[config.mk]
export PLATFORM = sky130hd
export DESIGN_NAME = pet_control_fsm
export DESIGN_NICKNAME = d
export VERILOG_FILES = /design/src/rtl/pet_control_fsm.sv
export SDC_FILE = /design/constraint.sdc
export NUM_CORES = 1
export LEC_CHECK = 0
export CORE_ASPECT_RATIO = 1.5
export CORE_MARGIN = 5
export CORE_UTILIZATION = 40
export DETAILED_ROUTE_END_ITERATION = 8
export GPL_TIMING_DRIVEN = 0
export HOLD_SLACK_MARGIN = 0.03
export PLACE_DENSITY = 0.62
export SETUP_SLACK_MARGIN = 0.05
export SYNTH_ARGS = -nofsm -noshare
export SYNTH_HDL_FRONTEND = slang
export SYNTH_SLANG_ARGS = --single-unit
[constraint.sdc]
create_clock -name clk -period 5.75 [get_ports clk]
set_input_delay 1.15 -clock clk [delete_from_list [all_inputs] [get_ports clk]]
set_output_delay 1.15 -clock clk [all_outputs]
set_load 0.02 [all_outputs]
[src/rtl/pet_control_fsm.sv]
// Pet game control FSM: sequences renderer draw strobes and turns key presses into item pulses.
// Optional build macro ITEM_MATCH_FILTER_EN gates item pulses on the matching status flag.
module pet_control_fsm #(
  parameter logic [25:0] REFRESH_CYCLES = 26'd50_000_000,
  parameter logic [19:0] DRAW_TIMEOUT   = 20'd200_000
) (
  input  logic       clk,
  input  logic       resetn,
  input  logic       start_key,
  input  logic       go_key,
  input  logic [4:0] item_sel,
  input  logic       hungry,
  input  logic       bored,
  input  logic       sick,
  input  logic       dirty,
  input  logic       dying,
  input  logic       deceased,
  input  logic       sleeping,
  input  logic       draw_done,
  output logic       draw_bg,
  output logic       draw_start,
  output logic       draw_end,
  output logic       draw_pet,
  output logic       draw_zs,
  output logic       draw_food,
  output logic       draw_ball,
  output logic       draw_broom,
  output logic       draw_pills,
  output logic       draw_firstAid,
  output logic       draw_hunger,
  output logic       draw_bored,
  output logic       draw_dirty,
  output logic       draw_sick,
  output logic       draw_dying,
  output logic       foodGiven,
  output logic       ballGiven,
  output logic       broomGiven,
  output logic       pillsGiven,
  output logic       firstAidGiven,
  output logic       draw_timeout_err
);

  typedef enum logic [3:0] {
    S_START, S_WAIT_START, S_BG, S_PET, S_STATUS,
    S_IDLE, S_OBJ, S_APPLY, S_END, S_END_WAIT
  } state_t;

  localparam int D_BG = 0, D_START = 1, D_END = 2, D_PET = 3, D_ZS = 4;
  localparam int D_FOOD = 5, D_BALL = 6, D_BROOM = 7, D_PILLS = 8, D_FAID = 9;
  localparam int D_HUNGER = 10, D_BORED = 11, D_DIRTY = 12, D_SICK = 13, D_DYING = 14;

  state_t      state;
  logic [14:0] strobe;
  logic [19:0] draw_timer;
  logic [25:0] refresh_timer;
  logic        start_prev, go_prev;
  logic [6:0]  flags_latched;
  logic [4:0]  item;
  logic [4:0]  given;
  logic        timeout_err;
`ifdef ITEM_MATCH_FILTER_EN
  logic        item_match;
`endif

  logic [6:0]  flags;
  logic        drawing, start_press, go_press, item_onehot, go_valid;
  logic [14:0] status_strobe, obj_strobe;

  assign flags       = {hungry, bored, sick, dirty, dying, deceased, sleeping};
  assign drawing     = |strobe;
  assign start_press = start_key & ~start_prev;
  assign go_press    = go_key & ~go_prev;
  assign item_onehot = (item_sel != 5'd0) && ((item_sel & (item_sel - 5'd1)) == 5'd0);
  assign go_valid    = go_press & item_onehot & ~sleeping & ~deceased;

  // Sleep overrides every bubble; otherwise the most urgent need is shown.
  always_comb begin
    status_strobe = '0;
    if (sleeping)    status_strobe[D_ZS]     = 1'b1;
    else if (dying)  status_strobe[D_DYING]  = 1'b1;
    else if (sick)   status_strobe[D_SICK]   = 1'b1;
    else if (hungry) status_strobe[D_HUNGER] = 1'b1;
    else if (dirty)  status_strobe[D_DIRTY]  = 1'b1;
    else if (bored)  status_strobe[D_BORED]  = 1'b1;
  end

  always_comb begin
    obj_strobe = '0;
    if (item[0])      obj_strobe[D_FOOD]  = 1'b1;
    else if (item[1]) obj_strobe[D_BALL]  = 1'b1;
    else if (item[2]) obj_strobe[D_PILLS] = 1'b1;
    else if (item[3]) obj_strobe[D_BROOM] = 1'b1;
    else if (item[4]) obj_strobe[D_FAID]  = 1'b1;
  end

  // Each draw state spends one cycle raising its strobe, then holds it until done or timeout.
  always_ff @(posedge clk) begin
    if (!resetn) begin
      state         <= S_START;
      strobe        <= '0;
      draw_timer    <= '0;
      refresh_timer <= '0;
      start_prev    <= 1'b0;
      go_prev       <= 1'b0;
      flags_latched <= '0;
      item          <= '0;
      given         <= '0;
      timeout_err   <= 1'b0;
`ifdef ITEM_MATCH_FILTER_EN
      item_match    <= 1'b0;
`endif
    end else begin
      start_prev <= start_key;
      go_prev    <= go_key;
      given      <= '0;
      if (drawing) begin
        if (draw_done || draw_timer == DRAW_TIMEOUT) begin
          strobe     <= '0;
          draw_timer <= '0;
          if (!draw_done) timeout_err <= 1'b1;
          case (state)
            S_START:  state <= S_WAIT_START;
            S_BG:     state <= deceased ? S_END : S_PET;
            S_PET:    state <= deceased ? S_END : S_STATUS;
            S_STATUS: state <= deceased ? S_END : S_IDLE;
            S_OBJ: begin
              state <= S_APPLY;
`ifdef ITEM_MATCH_FILTER_EN
              given <= item_match ? item : 5'd0;
`else
              given <= item;
`endif
            end
            S_END:    state <= S_END_WAIT;
            default:  state <= S_START;
          endcase
        end else begin
          draw_timer <= draw_timer + 20'd1;
        end
      end else begin
        case (state)
          S_START:      strobe[D_START] <= 1'b1;
          S_WAIT_START: if (start_press) state <= S_BG;
          S_BG:         strobe[D_BG] <= 1'b1;
          S_PET:        strobe[D_PET] <= 1'b1;
          S_STATUS: begin
            flags_latched <= flags;
            if (status_strobe == 15'd0) state <= deceased ? S_END : S_IDLE;
            else                        strobe <= status_strobe;
          end
          S_IDLE: begin
            refresh_timer <= '0;
            if (deceased)                   state <= S_END;
            else if (flags != flags_latched) state <= S_BG;
            else if (go_valid) begin
              state <= S_OBJ;
              item  <= item_sel;
`ifdef ITEM_MATCH_FILTER_EN
              item_match <= |(item_sel & {dying, dirty, sick, bored, hungry});
`endif
            end
            else if (refresh_timer == REFRESH_CYCLES - 26'd1) state <= S_BG;
            else refresh_timer <= refresh_timer + 26'd1;
          end
          S_OBJ:        strobe <= obj_strobe;
          S_APPLY:      state <= deceased ? S_END : S_BG;
          S_END:        strobe[D_END] <= 1'b1;
          S_END_WAIT:   if (start_press) state <= S_START;
          default:      state <= S_START;
        endcase
      end
    end
  end

  assign draw_bg          = strobe[D_BG];
  assign draw_start       = strobe[D_START];
  assign draw_end         = strobe[D_END];
  assign draw_pet         = strobe[D_PET];
  assign draw_zs          = strobe[D_ZS];
  assign draw_food        = strobe[D_FOOD];
  assign draw_ball        = strobe[D_BALL];
  assign draw_broom       = strobe[D_BROOM];
  assign draw_pills       = strobe[D_PILLS];
  assign draw_firstAid    = strobe[D_FAID];
  assign draw_hunger      = strobe[D_HUNGER];
  assign draw_bored       = strobe[D_BORED];
  assign draw_dirty       = strobe[D_DIRTY];
  assign draw_sick        = strobe[D_SICK];
  assign draw_dying       = strobe[D_DYING];
  assign foodGiven        = given[0];
  assign ballGiven        = given[1];
  assign pillsGiven       = given[2];
  assign broomGiven       = given[3];
  assign firstAidGiven    = given[4];
  assign draw_timeout_err = timeout_err;

endmodule
==> run metrics <==
YS warnings=0; Placer Congestion=0.890; endpoint class of the critical path=flop; first-pass GRT wire length=17.1 mm; Compound-Gate Fraction of Synth Area=8.95%; htree depth=3; hold bufs inserted after CTS=0; total global routing overflow=0; total of max-cap violations=0; status=finished clean; FF-to-FF End=state[0]$_SDFFE_PN0P_; FFs w/ async S/R, synth=0%; die area=12,800 um^2; post-CTS setup buffer count=0; Layout area overhead=20.3%; fmax=between 300 and 400 MHz; worst-path fanout max=10; Setup-failing EPs final=0; final hold vios=0; Die H=136 um; startpoint types=input port; post-layout min period=3.22 ns; die span in x=94.2 um; maximum root-to-sink buffer count=2; IO buf count=36; Avg Inst Size Synth=roughly 9 um^2; Slew @ Worst Pin=0.561 ns; RSZ-0062 raised after global routing=no; Initial Util=slightly above 40%; leak pwr=1.72 nW; Slew headroom=62.3%; clk slew on worst S/H paths=~0.06 ns; pin count of the biggest net entering global routing=16; Max Clock Skew=0.00807 ns; share of total power in the clock network=between 40% and 50%; initial antenna violation count=0; switching portion of total power=approximately a quarter; dpl ws=approximately 2.1 ns; Final Cycle Share=56.0%; Total Routing Usage GR=16.9%; syn_nets=505; DRT Pass-1 Iters=4; arrival time worst endpoint=3.45 ns; Final ANT Viol Nets=0; Clock Tree Root=clkbuf_16; Final nets=552; Hold Path End=draw_timeout_err$_SDFFE_PN0P_; core area=roughly 10,000 um^2; register area share after synthesis=roughly 40%; Hold Path Class=reg -> reg; mux cell area share after synthesis=3.77%; hold_sp=draw_timeout_err$_SDFFE_PN0P_; Synth Area in Adders=0.883%; num ports=38; Fin Setup TNS=0 ns; Logic pwr share=just over 9%; Total Routed Length=about 10 mm; worst skew pair latency=between 0.3 and 0.4 ns; cts bufs inserted=9; Distinct cells, synth=57; Reg2Reg Depth=9; Post-Synth Simple-Gate Area=34.0%; DR vias/cell=5.27; Cells after Synth=between 400 and 500; RR Startpoint=strobe[6]$_SDFFE_PN0P_; Via Count=3,591; Post-DP HPWL=7.76 mm; Avg WL per Cell=15.2 um; layout cell share with drive strength beyond 1=7.45%; PostCTS Resize Cnt=0; CTS tree=yes; Power Dens Cells=265 nW/um^2; r2r setup slk=3.44 ns; Post-synth top flop=dfxtp_1; First DRT Iteration DRCs=roughly 150; critical path class=in -> reg; Post-Syn Area=4250 um^2; largest family of logic cells by synthesized area=simple AND/OR/NAND/NOR gates; DRC viols=0; Worst Setup Slack, final=2.53 ns; Flop pwr share=44.3%; Pins Over Slew Limit=0; Post-synth EDFFs=0; WHS Path Cells=1; Max VDD drop=0.000156 V; antenna diode count=0; Seq cells post-synth=85; xor-xnor portion of the synthesized cell area=9.06%; NetSw=0.000329 W; Crit path required time=roughly 6.0 ns; clk sink count=85; Core Rows=between 40 and 50; vias in the first global route=between 3,000 and 4,000; Int Pwr=0.00102 W
==> Yosys cell counts (3+ instances only) <==
cell      count  area, um^2
nor4_1        9        56.3
a21boi_0      7        52.6
nor4_4        4        85.1
clkbuf_1     14        52.6
or3_1         5        31.3
nand2_1      36         135
xnor2_1      11        96.3
nand2b_1      4        25.0
nand3b_1      6        45.0
nor4b_1       4        35.0
mux2i_1      16         160
buf_6         3        33.8
dfxtp_1      85        1700
nor2_1       61         229
nor2b_1      26         163
and4_1        7        61.3
o21ai_0      13        65.1
a21oi_1      11        55.1
nand4_1      18         113
nor3_2        3        30.0
and3_1        3        18.8
nor3_1       16        80.1
nand3_1      25         125
a32oi_1       4        35.0
inv_1         9        33.8
and2_1        9        56.3
xor2_1       33         289
ha_1          3        37.5
==> critical path, stage by stage <==
cell,delay [ns]
clkdlybuf4s50_1,0.43
clkbuf_1,0.26
nor4b_1,0.44
o21ai_1,0.28
nor3b_2,0.26
o21ai_2,0.32
buf_4,0.24
nor2_1,0.07
==> metal layers <==
metal  up-vias  global-route usage [%]  wire length [um]
met5         -                       0                 0
met4         0                    6.35               182
met3        14                    3.43               349
met2        50                    30.1              5500
met1      1711                    19.5              4320
li1       1816                       -                 -
==> worst max-delay path by stage <==
stage,to,slack [ns],start,depth (start not counted)
global placement,refresh_timer[22]$_SDFFE_PN0P_,2.13,deceased,8
CTS,refresh_timer[18]$_SDFFE_PN0P_,2.46,deceased,8
global route,refresh_timer[20]$_SDFFE_PN0P_,2.38,deceased,8
floorplan,refresh_timer[11]$_SDFFE_PN0P_,3.02,item_sel[2],7
detailed placement,refresh_timer[18]$_SDFFE_PN0P_,2.10,deceased,8
finish,refresh_timer[18]$_SDFFE_PN0P_,2.53,deceased,8
==> cell usage in the layout (no fill, tap or decap), drive strengths merged, types with 2 or more instances in the layout <==
cell type / instances
ha: 3
inv: 11
clkbuf: 23
o221a: 2
nor4: 13
nand4b: 2
mux2i: 16
nand3: 25
clkinvlp: 2
buf: 6
a31oi: 2
and2: 9
nor2: 61
nand2: 36
a22oi: 2
a21boi: 9
or3b: 2
and3: 3
nor3: 20
o21ai: 16
a21oi: 13
dfxtp: 85
nor3b: 2
bufinv: 2
nand4: 19
xor2: 33
clkdlybuf4s50: 36
nor2b: 26
nor4b: 4
or4: 3
nand2b: 4
xnor2: 11
a32oi: 4
nand4bb: 2
nand3b: 6
and4: 7
or3: 5
==> through the flow <==
stage | instances | total power [W] | area (um^2) | utilization, % | hold WS, ns
2_1_floorplan | 485 | 0.000691 | 4250 | - | 0.452
3_3_place_gp | 665 | 0.000737 | 4790 | 45.7 | 0.457
3_5_place_dp | 665 | 0.000739 | 4790 | 45.7 | 0.458
4_1_cts | 681 | 0.00137 | 5110 | 48.8 | 0.478
5_1_grt | 681 | 0.00140 | 5110 | 48.8 | 0.495
6_report | 681 | 0.00135 | 5110 | 48.8 | 0.470
==> kinds of logic (layout without fill, tap and decap cells) <==
logic type | count (synthesis) | in the layout
flip-flops | 85 | 85
XOR/XNOR | 44 | 44
multiplexers | 16 | 16
AND/OR/NAND/NOR | 251 | 251
adder cells (fa/ha/maj) | 3 | 3
buffers and inverters | 29 | 81
AO/OA/AOI/OAI | 57 | 57
==> registers in the layout, summed over array words and instances (netlist names) <==
signal            flops
given                 5
go_prev               1
draw_timer           20
start_prev            1
state                 4
item                  5
draw_timeout_err      1
strobe               15
refresh_timer        26
flags_latched         7
==> power by group through the flow <==
stage	logic (W)	clock network (W)	registers (W)
final	0.000124	0.000629	0.000600
after global routing	0.000136	0.000669	0.000600
after CTS	0.000126	0.000645	0.000600
after detailed placement	0.000125	0	0.000613
after global placement	0.000124	0	0.000613
after floorplan	0.0000777	0	0.000614
==> cell type report <==
type / count / area [um^2]
fillers: 1027 / 5360
multi-input cells: 371 / 2410
flip-flops and latches: 85 / 1700
repair buffers: 36 / 360
clock buffers: 9 / 225
well taps: 144 / 180
plain buffers: 20 / 106
clock inverters: 7 / 97.6
inverters: 9 / 33.8
(Power assumes the default switching activity.)
==> edit: new RTL, same flow settings <==
Put a register stage on the output `broomGiven`, without a reset. The value now appears one clock later. The other outputs are not delayed to match.
--- a/src/rtl/pet_control_fsm.sv
+++ b/src/rtl/pet_control_fsm.sv
@@ -190,7 +190,9 @@
   assign foodGiven        = given[0];
   assign ballGiven        = given[1];
   assign pillsGiven       = given[2];
-  assign broomGiven       = given[3];
+  always_ff @(posedge clk) begin
+    broomGiven <= given[3];
+  end
   assign firstAidGiven    = given[4];
   assign draw_timeout_err = timeout_err;
 
Formal check against the unedited RTL: same outputs for any inputs over 10 cycles, from zero or initial values and one cycle with resetn low; that may be too few to reach the edited logic, so the function may still have changed.
==> edit against the unedited design <==
Maximum frequency shrank 0.26%; synthesized cell count is 0.21% higher; cell area decreased by 0.39%; total power is 4.8% lower; sequential power rose by 1%; routed wire length rose by 2.0%; synthesized area grew 0.47%; register-to-register slack got worse by 0.05 ns; non-clock buffer count stayed put; sequential cell count increased by 1; worst setup slack got worse by 0.0084 ns; hold slack lost 0.14 ns; critical path type unchanged; largest cell class unchanged; largest power group is now registers; highest routed layer unchanged.
==> edit: results (changes against the unedited design) <==
- DP Worst Slack: 2.12 ns (+0.0121 ns)
- IO Port Bufs: 36 (unchanged)
- Post-synth top cells: dfxtp_1, nor2_1, nand2_1
- Async SR Flop Fraction: 0% (unchanged)
- Largest net degree at the start of global routing: 17 (+1)
- Vias in the first global route: 3678 (+4.3%)
- Worst Hold Launch: given[3]
- Clock root buffer master: clkbuf_16
- Seq/Total Area, Yosys: 40.3% (+0.28 points)
- Slew @ Worst Pin: 0.625 ns (+0.0636 ns)
- Cell count after placement: 666 (+0.15%)
- Drt pass-1 iters: 4 (unchanged)
- Synth Area in Adders: 0.879% (-0.0041 points)
- Syn_area_per_cell: 8.79 sq um (+0.26%)
- First-pass GRT wire length: 17400 um (+1.9%)
- Hpwl dp: 7830 um (+0.91%)
- Multiplexer area fraction after synthesis: 3.75% (-0.018 points)
- Final nets: 553 (+0.18%)
- Net count after synthesis: 506 (+0.20%)
- Setup Skew: 0.00639 ns (-0.00168 ns)
- GRT Util Overall: 17.3% (+0.41 points)
- Area contributors post-synth: dfxtp_1, xor2_1, nor2_1
- Leakage: 1.71 nW (-0.61%)
- Reg2Reg Setup Slack: 3.39 ns (-0.05 ns)
- WP data arrival: 3.47 ns (+0.02 ns)
- Status: complete, no violations
- Synth Area in XOR/XNOR: 9.02% (-0.042 points)
- WHS Endpoint: broomGiven
- Worst r2r dst: refresh_timer[16]
- R2R depth: 7 (-2)
- Setup bufs post-CTS: 0 (unchanged)
- Share of cells above drive strength 1: 7.43% (-0.014 points)
- Clock Latency Late Sink: 0.34 ns (about the same)
- 1st-iter DRT viols: 130 (-13%)
- Wire per inst: 15.5 um (+1.8%)
- WHS: 0.331 ns (-0.139 ns)
- GPL Wtd Cong: 0.877 (-1.4%)
- Post-synthesis compound-gate area fraction: 8.90% (-0.042 points)
- Cell Count, Final, Fillers Out: 682 (+0.15%)
- Worst vdd ir: 0.178 mV (+14%)
- Crit share post-route: 56.2% (+0.15 points)
- Worst-path clk slew: ~0.070 ns
- CP Max Fanout: 10 (unchanged)
- Hold Path Depth: 0 (-1)
- Routed vias: 3620 (+0.81%)
- # resized after CTS: 0 (unchanged)
[edit: changes by cell type in the layout (fill, tap and decap cells not counted)]
cell       before  now
bufinv_16       2    0
clkinv_4        0    2
inv_8           0    1
dfxtp_1        85   86
inv_6           2    1
[edit: cells by family after synthesis]
family | Yosys count
AO/OA/AOI/OAI | 57
XOR/XNOR | 44
adder cells (fa/ha/maj) | 3
buffers and inverters | 29
flip-flops | 86
multiplexers | 16
AND/OR/NAND/NOR | 251
[edit: final cells by class]
cell class,count,area [sq um]
multi-input combinational,371,2410
fill,1020,5440
sequential,86,1720
tap,144,180
clock buffer,9,225
timing repair buffer,36,360
inverter,9,33.8
clock inverter,7,57.6
buffer,20,106
[edit: critical path, stage by stage]
cell             delay [ns]
clkdlybuf4s50_1        0.43
clkbuf_1               0.26
nor4b_1                0.48
o21ai_1                0.28
nor3b_2                0.26
o21ai_2                0.31
buf_4                  0.24
nor2_1                 0.06
[edit: per-layer routing]
metal | vias up | share of wire (%) | GRT usage, %
met1 | 1727 | 42 | 19.5
met2 | 57 | 52 | 31.6
met5 | - | 0 | 0
met4 | 0 | 2.4 | 8.59
li1 | 1818 | - | -
met3 | 18 | 2.7 | 1.93
[edit: how the worst max path moves through the flow]
| stage | start | endpoint | depth (start not counted) |
|---|---|---|---|
| 2_1_floorplan | item_sel[2] | refresh_timer[11] | 7 |
| 3_5_place_dp | deceased | refresh_timer[17] | 8 |
| 6_report | deceased | refresh_timer[17] | 8 |
| 5_1_grt | deceased | refresh_timer[17] | 8 |
| 3_3_place_gp | deceased | refresh_timer[22] | 8 |
| 4_1_cts | deceased | refresh_timer[17] | 8 |
[edit: power breakdown]
group	switching [mW]	internal, mW	leakage (nW)
registers	0.00599	0.600	0.694
logic	0.0772	0.0479	0.887
clock network	0.259	0.298	0.134
[edit: per-stage QoR]
stage / instance area, sq um / utilization [%]
floorplan: 4270 / -
global placement: 4810 / 45.7
detailed placement: 4810 / 45.7
CTS: 5090 / 48.4
global route: 5090 / 48.4
finish: 5090 / 48.4
